<file path="src/rtl/alu_z_stage.sv">
// ---------------------------------------------------------------------------
// alu_z_stage
//
// Result-capture stage sitting directly after the ALU. Each accepted ALU
// result is registered into the Z register pair (ZLow / ZHigh) together
// with zero/negative condition flags. The result is then presented on the
// datapath bus as one beat (narrow ops) or two beats, LO then HI (MUL/DIV).
// Both sides use a valid/ready handshake.
//
// Ports:
//   clock      rising-edge clock
//   clear      synchronous active-high reset
//   alu_lo     ALU result low half (only half used by narrow ops)
//   alu_hi     ALU result high half (wide ops only)
//   alu_op     opcode of the offered result
//   alu_valid  ALU result offered this cycle
//   alu_ready  stage accepts the offered result this cycle
//   bus_data   current outgoing beat (0 when bus_valid is low)
//   bus_valid  bus_data valid
//   bus_hi     current beat is the HI half
//   bus_ready  consumer accepts the current beat
//   z_lo       ZLow register
//   z_hi       ZHigh register (zero after a narrow op)
//   z_flag     captured result is zero
//   n_flag     captured result is negative
// ---------------------------------------------------------------------------
module alu_z_stage #(
    parameter int          WIDTH  = 32,
    parameter logic [3:0]  MUL_OP = 4'b0110,
    parameter logic [3:0]  DIV_OP = 4'b0111
) (
    input  logic             clock,
    input  logic             clear,
    input  logic [WIDTH-1:0] alu_lo,
    input  logic [WIDTH-1:0] alu_hi,
    input  logic [3:0]       alu_op,
    input  logic             alu_valid,
    output logic             alu_ready,
    output logic [WIDTH-1:0] bus_data,
    output logic             bus_valid,
    output logic             bus_hi,
    input  logic             bus_ready,
    output logic [WIDTH-1:0] z_lo,
    output logic [WIDTH-1:0] z_hi,
    output logic             z_flag,
    output logic             n_flag
);

    localparam logic [1:0] IDLE    = 2'd0;
    localparam logic [1:0] SEND_LO = 2'd1;
    localparam logic [1:0] SEND_HI = 2'd2;

    logic [1:0] state;
    logic [1:0] state_next;
    logic       wide_q;     // captured result has a HI beat to send
    logic       in_wide;    // offered result is a wide op
    logic       capture;

    assign in_wide = (alu_op == MUL_OP) || (alu_op == DIV_OP);

    // A new result can enter whenever the stage is empty or its last pending
    // beat leaves this cycle. Deliberately independent of alu_valid, so the
    // only combinational path through the block is bus_ready -> alu_ready.
    assign alu_ready = (state == IDLE)
                    || (state == SEND_LO && !wide_q && bus_ready)
                    || (state == SEND_HI && bus_ready);

    assign capture = alu_valid && alu_ready;

    // NOTE: every signal assigned in this block gets a default first, so no
    // path through the case leaves it unassigned and no latch is inferred.
    always_comb begin
        state_next = state;
        case (state)
            IDLE: begin
                if (capture) state_next = SEND_LO;
            end
            SEND_LO: begin
                if (bus_ready) begin
                    if (wide_q)       state_next = SEND_HI;
                    else if (capture) state_next = SEND_LO;
                    else              state_next = IDLE;
                end
            end
            SEND_HI: begin
                if (bus_ready) state_next = capture ? SEND_LO : IDLE;
            end
            default: state_next = IDLE;
        endcase
    end

    // NOTE: sequential state uses non-blocking assignments so every register
    // samples the pre-edge values, independent of statement order.
    always_ff @(posedge clock) begin
        if (clear) begin
            state  <= IDLE;
            wide_q <= 1'b0;
            z_lo   <= '0;
            z_hi   <= '0;
            z_flag <= 1'b0;
            n_flag <= 1'b0;
        end else begin
            state <= state_next;
            if (capture) begin
                wide_q <= in_wide;
                z_lo   <= alu_lo;
                // Flags come from the incoming values, so they are valid in
                // the same cycle the LO beat first appears.
                if (in_wide) begin
                    z_hi   <= alu_hi;
                    z_flag <= ({alu_hi, alu_lo} == '0);
                    n_flag <= alu_hi[WIDTH-1];
                end else begin
                    z_hi   <= '0;
                    z_flag <= (alu_lo == '0);
                    n_flag <= alu_lo[WIDTH-1];
                end
            end
        end
    end

    // Bus outputs decode only registered state, keeping alu_* data off any
    // combinational path to the bus. Idle bus reads as all zeros.
    always_comb begin
        bus_valid = 1'b0;
        bus_hi    = 1'b0;
        bus_data  = '0;
        case (state)
            SEND_LO: begin
                bus_valid = 1'b1;
                bus_data  = z_lo;
            end
            SEND_HI: begin
                bus_valid = 1'b1;
                bus_hi    = 1'b1;
                bus_data  = z_hi;
            end
            default: ;
        endcase
    end

endmodule

</file>
<file path="config.mk">
export PLATFORM = sky130hd
export DESIGN_NAME = alu_z_stage
export DESIGN_NICKNAME = d
export VERILOG_FILES = /design/src/rtl/alu_z_stage.sv
export SDC_FILE = /design/constraint.sdc
export NUM_CORES = 1
export LEC_CHECK = 0
export BUFFER_PORTS_ARGS = -buffer_cell sky130_fd_sc_hd__buf_2
export CORE_ASPECT_RATIO = 0.7
export CORE_MARGIN = 5
export CORE_UTILIZATION = 45
export DETAILED_ROUTE_END_ITERATION = 16
export PLACE_DENSITY_LB_ADDON = 0.25
export REMOVE_ABC_BUFFERS = 1
export SLEW_MARGIN = 20
export SYNTH_ARGS = -nofsm -noshare
export SYNTH_HDL_FRONTEND = slang
export SYNTH_SLANG_ARGS = --single-unit
</file>
<file path="constraint.sdc">
create_clock -name clock -period 2.1 [get_ports clock]
set_clock_uncertainty 0.1 [all_clocks]
set_input_delay 0.105 -clock clock [delete_from_list [all_inputs] [get_ports clock]]
set_output_delay 0.105 -clock clock [all_outputs]
set_load 0.01 [all_outputs]
</file>
==> impl_metrics.env, run 1 <==
export IMPL_ir_drop_v=0.000293
export IMPL_synth_compound_area_share_pct=20.6
export IMPL_antenna_left=0
export IMPL_multi_input_area_mm2=0.00164
export IMPL_cp_end_kind="output pin"
export IMPL_relSlewSlack_pct=52.5
export IMPL_crit_required_ns=1.89
export IMPL_synth_seq_area_share_pct=43.0
export IMPL_finalNonFillerCells=738
export IMPL_max_cap_violations=0
export IMPL_detailed_place_hpwl_um=8170
export IMPL_p_switching_mw=0.856
export IMPL_die_h_um=80.7
export IMPL_syn_area_mm2=0.00321
export IMPL_hp_start="alu_op[3]"
export IMPL_placed_cells=660
export IMPL_dieArea_mm2=0.00896
export IMPL_hold_viol_final=0
export IMPL_status="finished clean"
export IMPL_areaGrowthSynthToFinish_pct=54.4
export IMPL_portBuffers=171
export IMPL_synth_area_per_cell_um2=7.71
export IMPL_crit_fanout=12
export IMPL_cts_sinks=69
export IMPL_num_vias=4025
export IMPL_rsz0062_at_grt="false"
export IMPL_io_pins=173
export IMPL_initial_core_util_pct=46.9
export IMPL_netlist_area_leader_share_pct=43.0
export IMPL_post_route_drc_count=0
export IMPL_regArea_mm2=0.00138
export IMPL_yosysUniqueCellTypes=27
export IMPL_start_kind="register"
export IMPL_reg2reg_from="state[1]"
export IMPL_fin_crit_ns=1.95
export IMPL_grt_use_total_pct=27.5
export IMPL_leakage_nw=2.16
export IMPL_fillers=520
export IMPL_cp_arrival_ns=1.74
export IMPL_gp_congestion=0.842
export IMPL_synth_xor_area_share_pct=0
export IMPL_power_density_mw_per_mm2=604
export IMPL_fin_setup_tns_ns=0
export IMPL_worstHoldEndpoint="z_hi[24]"
export IMPL_synth_top_area_cell="dfxtp_1"
export IMPL_worstMarginPinSlew_ns=0.713
export IMPL_cts_buffer_depth=2
export IMPL_ys_warn_count=0
export IMPL_grt_pass1_wl_um=20000
export IMPL_avgRoutedWirePerCell_um=16.6
export IMPL_synthTopCellsByArea="dfxtp_1, nand2_1, a21oi_1, a22oi_1, nor2b_1"
export IMPL_synthAdderAreaFrac_pct=1.56
export IMPL_core_rowCount=25
export IMPL_r2r_end="state[0]"
export IMPL_clock_latency_ns=0.33
export IMPL_path_class="register to output pin"
export IMPL_syn_inst=417
export IMPL_synth_seq_cells=69
export IMPL_fin_crit_sh_pct=92.7
export IMPL_die_w_um=111
export IMPL_gr_total_overflow=0
export IMPL_p_clk_share_pct=31.3
export IMPL_dr_pass1_iters=6
export IMPL_cts_tree="done"
export IMPL_synth_top_family_by_area="simple AND/OR/NAND/NOR gates"
export IMPL_clk_pin_slew_ns=0.08
export IMPL_antenna_found_initial=0
export IMPL_p_seq_share_pct=47.2
export IMPL_switching_share_pct=28.6
export IMPL_fin_nets=717
export IMPL_synth_simple_area_share_pct=28.2
export IMPL_cts_htree_levels=3
export IMPL_reg2reg_depth=7
export IMPL_hold_path_depth=4
export IMPL_wl_um=12300
export IMPL_layout_drive_gt1_share_pct=31.5
export IMPL_cts_made_buffers=9
export IMPL_grt_pass1_vias=4030
export IMPL_power_combinational_fraction_pct=21.5
export IMPL_hold_path_class="input port to register"
export IMPL_finalMaxSlewViolations=0
export IMPL_p_int_mw=2.14
export IMPL_max_freq_ghz=0.513
export IMPL_first_iter_violations=366
export IMPL_clock_root_buffer="clkbuf_8"
export IMPL_coreArea_mm2=0.00685
export IMPL_synth_mux_area_share_pct=0.311
export IMPL_setup_viol=0
export IMPL_grt_max_degree=69
export IMPL_r2r_slack_ns=0.18
export IMPL_diodes=0
export IMPL_viasPerCell=5.45
-- power groups by stage --
stage                     Clock [mW]  Combinational [mW]  Sequential [mW]
final                          0.937               0.644             1.42
after global routing            1.02               0.700             1.42
after CTS                      0.953               0.634             1.41
after detailed placement           0               0.541             1.44
after global placement             0               0.532             1.44
after floorplan                    0               0.219             1.46
-- cells in the final DEF (no fill, tap or decap), drive strengths merged, types with 2 or more instances in the layout --
master / n
a21oi: 67
a22oi: 32
buf: 185
clkbuf: 12
clkinv: 2
dfxtp: 69
dlygate4sd3: 64
ha: 4
inv: 5
nand2: 103
nand3: 33
nand4: 3
nor2: 3
nor2b: 33
nor4: 16
o21ai: 4
-- area by class of cell --
class                      instances  area share (%)
clock inverter                     2           0.202
tap                               94            2.37
multi-input combinational        307            33.0
clock buffer                      12            3.13
inverter                           5           0.378
sequential                        69            27.8
timing repair buffer             249            33.1
-- synth_stat cells --
library cell / count
nor2_1: 3
nand3_1: 33
a22oi_1: 32
a21oi_1: 67
o31a_2: 1
ha_1: 4
buf_6: 3
o21ai_0: 4
nor2b_1: 32
inv_1: 5
buf_1: 4
o31ai_4: 1
clkbuf_1: 16
o21a_1: 1
nor3_1: 1
nand4_1: 3
mux2i_1: 1
buf_2: 8
nand2_1: 103
nor2b_4: 1
buf_4: 5
or3_1: 1
o21bai_1: 1
nor4_1: 16
dfxtp_1: 69
a32o_1: 1
a32oi_1: 1
-- worst max-delay path, cell delays in order (launching register included) --
cell,delay (ns)
dfxtp_1,0.39
inv_1,0.09
ha_1,0.25
buf_4,0.22
a22oi_1,0.24
nor2b_1,0.09
buf_2,0.14
-- how the worst max path moves through the flow --
stage / from / to / slack, ns / cells after the start
final: state[1] / bus_data[19] / 0.15 / 6
after global routing: state[1] / bus_data[19] / 0.03 / 6
after CTS: state[0] / bus_data[18] / 0.07 / 6
after global placement: state[1] / state[0] / 0.27 / 7
after floorplan: state[0] / z_flag / -0.95 / 5
after detailed placement: state[1] / state[0] / 0.20 / 7
-- per-layer routing --
metal | GRT usage [%] | wire length (µm)
met1 | 34.2 | 5160
met2 | 45.1 | 5560
met3 | 9.19 | 1270
met4 | 9.72 | 291
met5 | 0 | 0
-- flip-flops by register name, indices dropped and copies added, names as in the netlist --
name    cells
z_lo       32
state       2
wide_q      1
z_flag      1
n_flag      1
z_hi       32
-- through the flow --
stage	utilization [%]	instance area [µm²]	worst slack [ns]	power, mW	hold WS, ns
finish	72.5	4960	0.152	3.00	0.0704
global route	72.5	4960	0.0310	3.14	0.0862
CTS	72.4	4960	0.0749	3.00	0.0645
detailed placement	60.6	4150	0.200	1.98	0.263
global placement	60.6	4150	0.271	1.97	0.258
floorplan	-	3030	-0.946	1.68	0.0741
-- cells by family (layout without fill, tap and decap cells) --
logic type / after synthesis / after routing
buf+inv: 41 / 268
flops: 69 / 69
simple gates: 193 / 193
mux: 1 / 1
compound gates: 109 / 109
fa+ha+maj: 4 / 4
-- repair_timing --
item,4_1_cts,5_1_grt
hold endpoints to repair,64,0
resized for setup,0,2
hold buffers,64,0
setup endpoints to repair,0,11
buffers inserted,0,0
Power figures use the tool's default switching activity.
==> inputs of run 2 (changes only) <==
--- a/config.mk
+++ b/config.mk
@@ -6,12 +6,15 @@
 export NUM_CORES = 1
 export LEC_CHECK = 0
 export BUFFER_PORTS_ARGS = -buffer_cell sky130_fd_sc_hd__buf_2
+export CELL_PAD_IN_SITES_DETAIL_PLACEMENT = 0
+export CELL_PAD_IN_SITES_GLOBAL_PLACEMENT = 1
 export CORE_ASPECT_RATIO = 0.7
 export CORE_MARGIN = 5
-export CORE_UTILIZATION = 45
+export CORE_UTILIZATION = 31
 export DETAILED_ROUTE_END_ITERATION = 16
 export PLACE_DENSITY_LB_ADDON = 0.25
 export REMOVE_ABC_BUFFERS = 1
+export SETUP_SLACK_MARGIN = 0.15
 export SLEW_MARGIN = 20
 export SYNTH_ARGS = -nofsm -noshare
 export SYNTH_HDL_FRONTEND = slang
==> run 2 against run 1 <==
  * Non-clock buffer count is 9 higher
  * First-iteration DRC count is 38% lower
  * Sequential power hardly changed
  * Via count is 3.1% lower
  * Maximum frequency is 2.4% higher
  * Clock-buffer cell count is 2 lower
  * Critical path type is now register to register
  * Largest power group is now clock
  * Highest routed layer unchanged
==> impl_metrics.env, run 2 (same netlist as run 1, synthesis figures left out) <==
export IMPL_status="finished clean"
export IMPL_max_freq_ghz=0.526
export IMPL_setup_ws_ns=0.198
export IMPL_cts_made_buffers=9
export IMPL_core_rowCount=31
export IMPL_pre_cts_slack_ns=-0.0577
export IMPL_leakage_nw=2.28
export IMPL_areaGrowthSynthToFinish_pct=65.4
export IMPL_path_class="register to register"
export IMPL_gp_congestion=0.805
export IMPL_hold_viol_final=0
export IMPL_avgRoutedWirePerCell_um=16.5
export IMPL_wl_met1_um=6020
export IMPL_reg_top3="z_hi: 32 flops, z_lo: 32 flops, state: 2 flops"
export IMPL_portBuffers=171
export IMPL_wl_um=13000
export IMPL_setup_viol=0
export IMPL_crit_fanout=35
export IMPL_die_w_um=132
export IMPL_ir_drop_v=0.000388
export IMPL_viasPerCell=4.96
export IMPL_cp_arrival_ns=1.99
export IMPL_hp_start="alu_valid"
export IMPL_post_route_drc_count=0
export IMPL_finalMaxSlewViolations=0
export IMPL_clock_latency_ns=0.32
export IMPL_antenna_found_initial=0
export IMPL_first_iter_violations=228
export IMPL_hold_path_class="input port to register"
export IMPL_dpl_instance_area_mm2=0.00425
export IMPL_cp_end_kind="register"
export IMPL_grt_max_degree=38
export IMPL_fin_crit_sh_pct=90.6
export IMPL_coreArea_mm2=0.0102
export IMPL_initial_core_util_pct=31.4
export IMPL_routed_top_layer="met4"
export IMPL_cts_htree_levels=3
export IMPL_num_vias=3902
export IMPL_grt_pass1_vias=3732
export IMPL_relSlewSlack_pct=51.0
export IMPL_dr_pass1_iters=5
export IMPL_routed_wl_met3_um=1030
export IMPL_die_h_um=95.2
export IMPL_worstMarginPinSlew_ns=0.728
export IMPL_layout_common_cells="buf_2, nand2_1, dfxtp_1"
export IMPL_power_density_mw_per_mm2=682
export IMPL_met2_wirelength_um=5800
export IMPL_rsz0062_at_grt="true"
export IMPL_diodes=0
export IMPL_gr_total_overflow=0
export IMPL_cts_tree="done"
export IMPL_detailed_place_hpwl_um=8680
export IMPL_dieArea_mm2=0.0125
export IMPL_max_cap_violations=0
export IMPL_cts_sinks=69
export IMPL_fin_crit_ns=1.90
export IMPL_layout_cells_most_common="buf_2"
export IMPL_start_kind="register"
export IMPL_fillers=1024
export IMPL_cts_buffer_depth=2
export IMPL_clock_root_buffer="clkbuf_16"
export IMPL_crit_required_ns=2.19
export IMPL_grt_pass1_wl_um=20000
export IMPL_reg2reg_from="state[1]"
export IMPL_design_area_mm2=0.00532
export IMPL_antenna_left=0
export IMPL_io_pins=173
export IMPL_clk_pin_slew_ns=0.05
export IMPL_grt_use_total_pct=19.8
export IMPL_layout_drive_gt1_share_pct=33.7
export IMPL_fin_nets=726
export IMPL_startpoint="state[1]"
run 2: changes by cell type in the layout (fill, tap and decap cells not counted), sizes merged:
cell / change
clkbuf: -1
buf: +8
clkinvlp: +3
bufinv: +1
run 2: critical path, cell delays in order, from the launching register on:
cell and delay, ns:
dfxtp_1 0.31, buf_4 0.13, ha_2 0.22, buf_12 0.18, o31a_4 0.39, buf_12 0.17, a32oi_2 0.19, nor2_1 0.06
run 2: area by class of cell:
type	instances	area, µm²	share of cell area (%)
clock buffers	10	239	4.50
clock inverters	6	62.6	1.18
inverters	5	18.8	0.353
multi-input cells	307	1670	31.4
flip-flops and latches	69	1380	26.0
well taps	132	165	3.11
repair buffers	258	1780	33.5
run 2: path summary, 6_finish.rpt:
path,end,slack (ns),depth (start not counted)
setup / recovery,state[0],0.20,7
hold / removal,state[1],0.04,4
setup reg to reg,state[0],0.20,7
hold reg to reg,z_hi[2],0.36,2
run 2: where the power goes:
group,switching (mW),total (mW),internal [mW]
logic,0.364,0.696,0.332
registers,0.0452,1.42,1.37
clock network,0.568,1.52,0.947
total,0.978,3.63,2.65
run 2: routing by layer:
| metal | vias up | global-route usage, % |
|---|---|---|
| met5 | - | 0 |
| met4 | 0 | 4.28 |
| met3 | 12 | 7.17 |
| met2 | 172 | 30.8 |
| met1 | 1800 | 26.5 |
| li1 | 1918 | - |
run 2: stage by stage:
step	TNS (ns)	instances	total power [mW]	utilization, %	hold slack, ns
floorplan	-49.89	381	1.68	-	0.0741
global placement	-0.00642	701	2.00	41.5	0.259
detailed placement	-0.716	701	2.01	41.5	0.266
CTS	0	786	3.65	51.3	0.0629
global route	0	787	3.80	51.9	0.0551
finish	0	787	3.63	51.9	0.0403
run 2: timing repair:
action                     CTS  global route
hold endpoints to repair    64             0
pin swaps                    1             0
gates resized for setup      5            11
gates cloned                 0             1
hold buffers                64             0
setup endpoints to repair  102            48
setup buffers                5             0
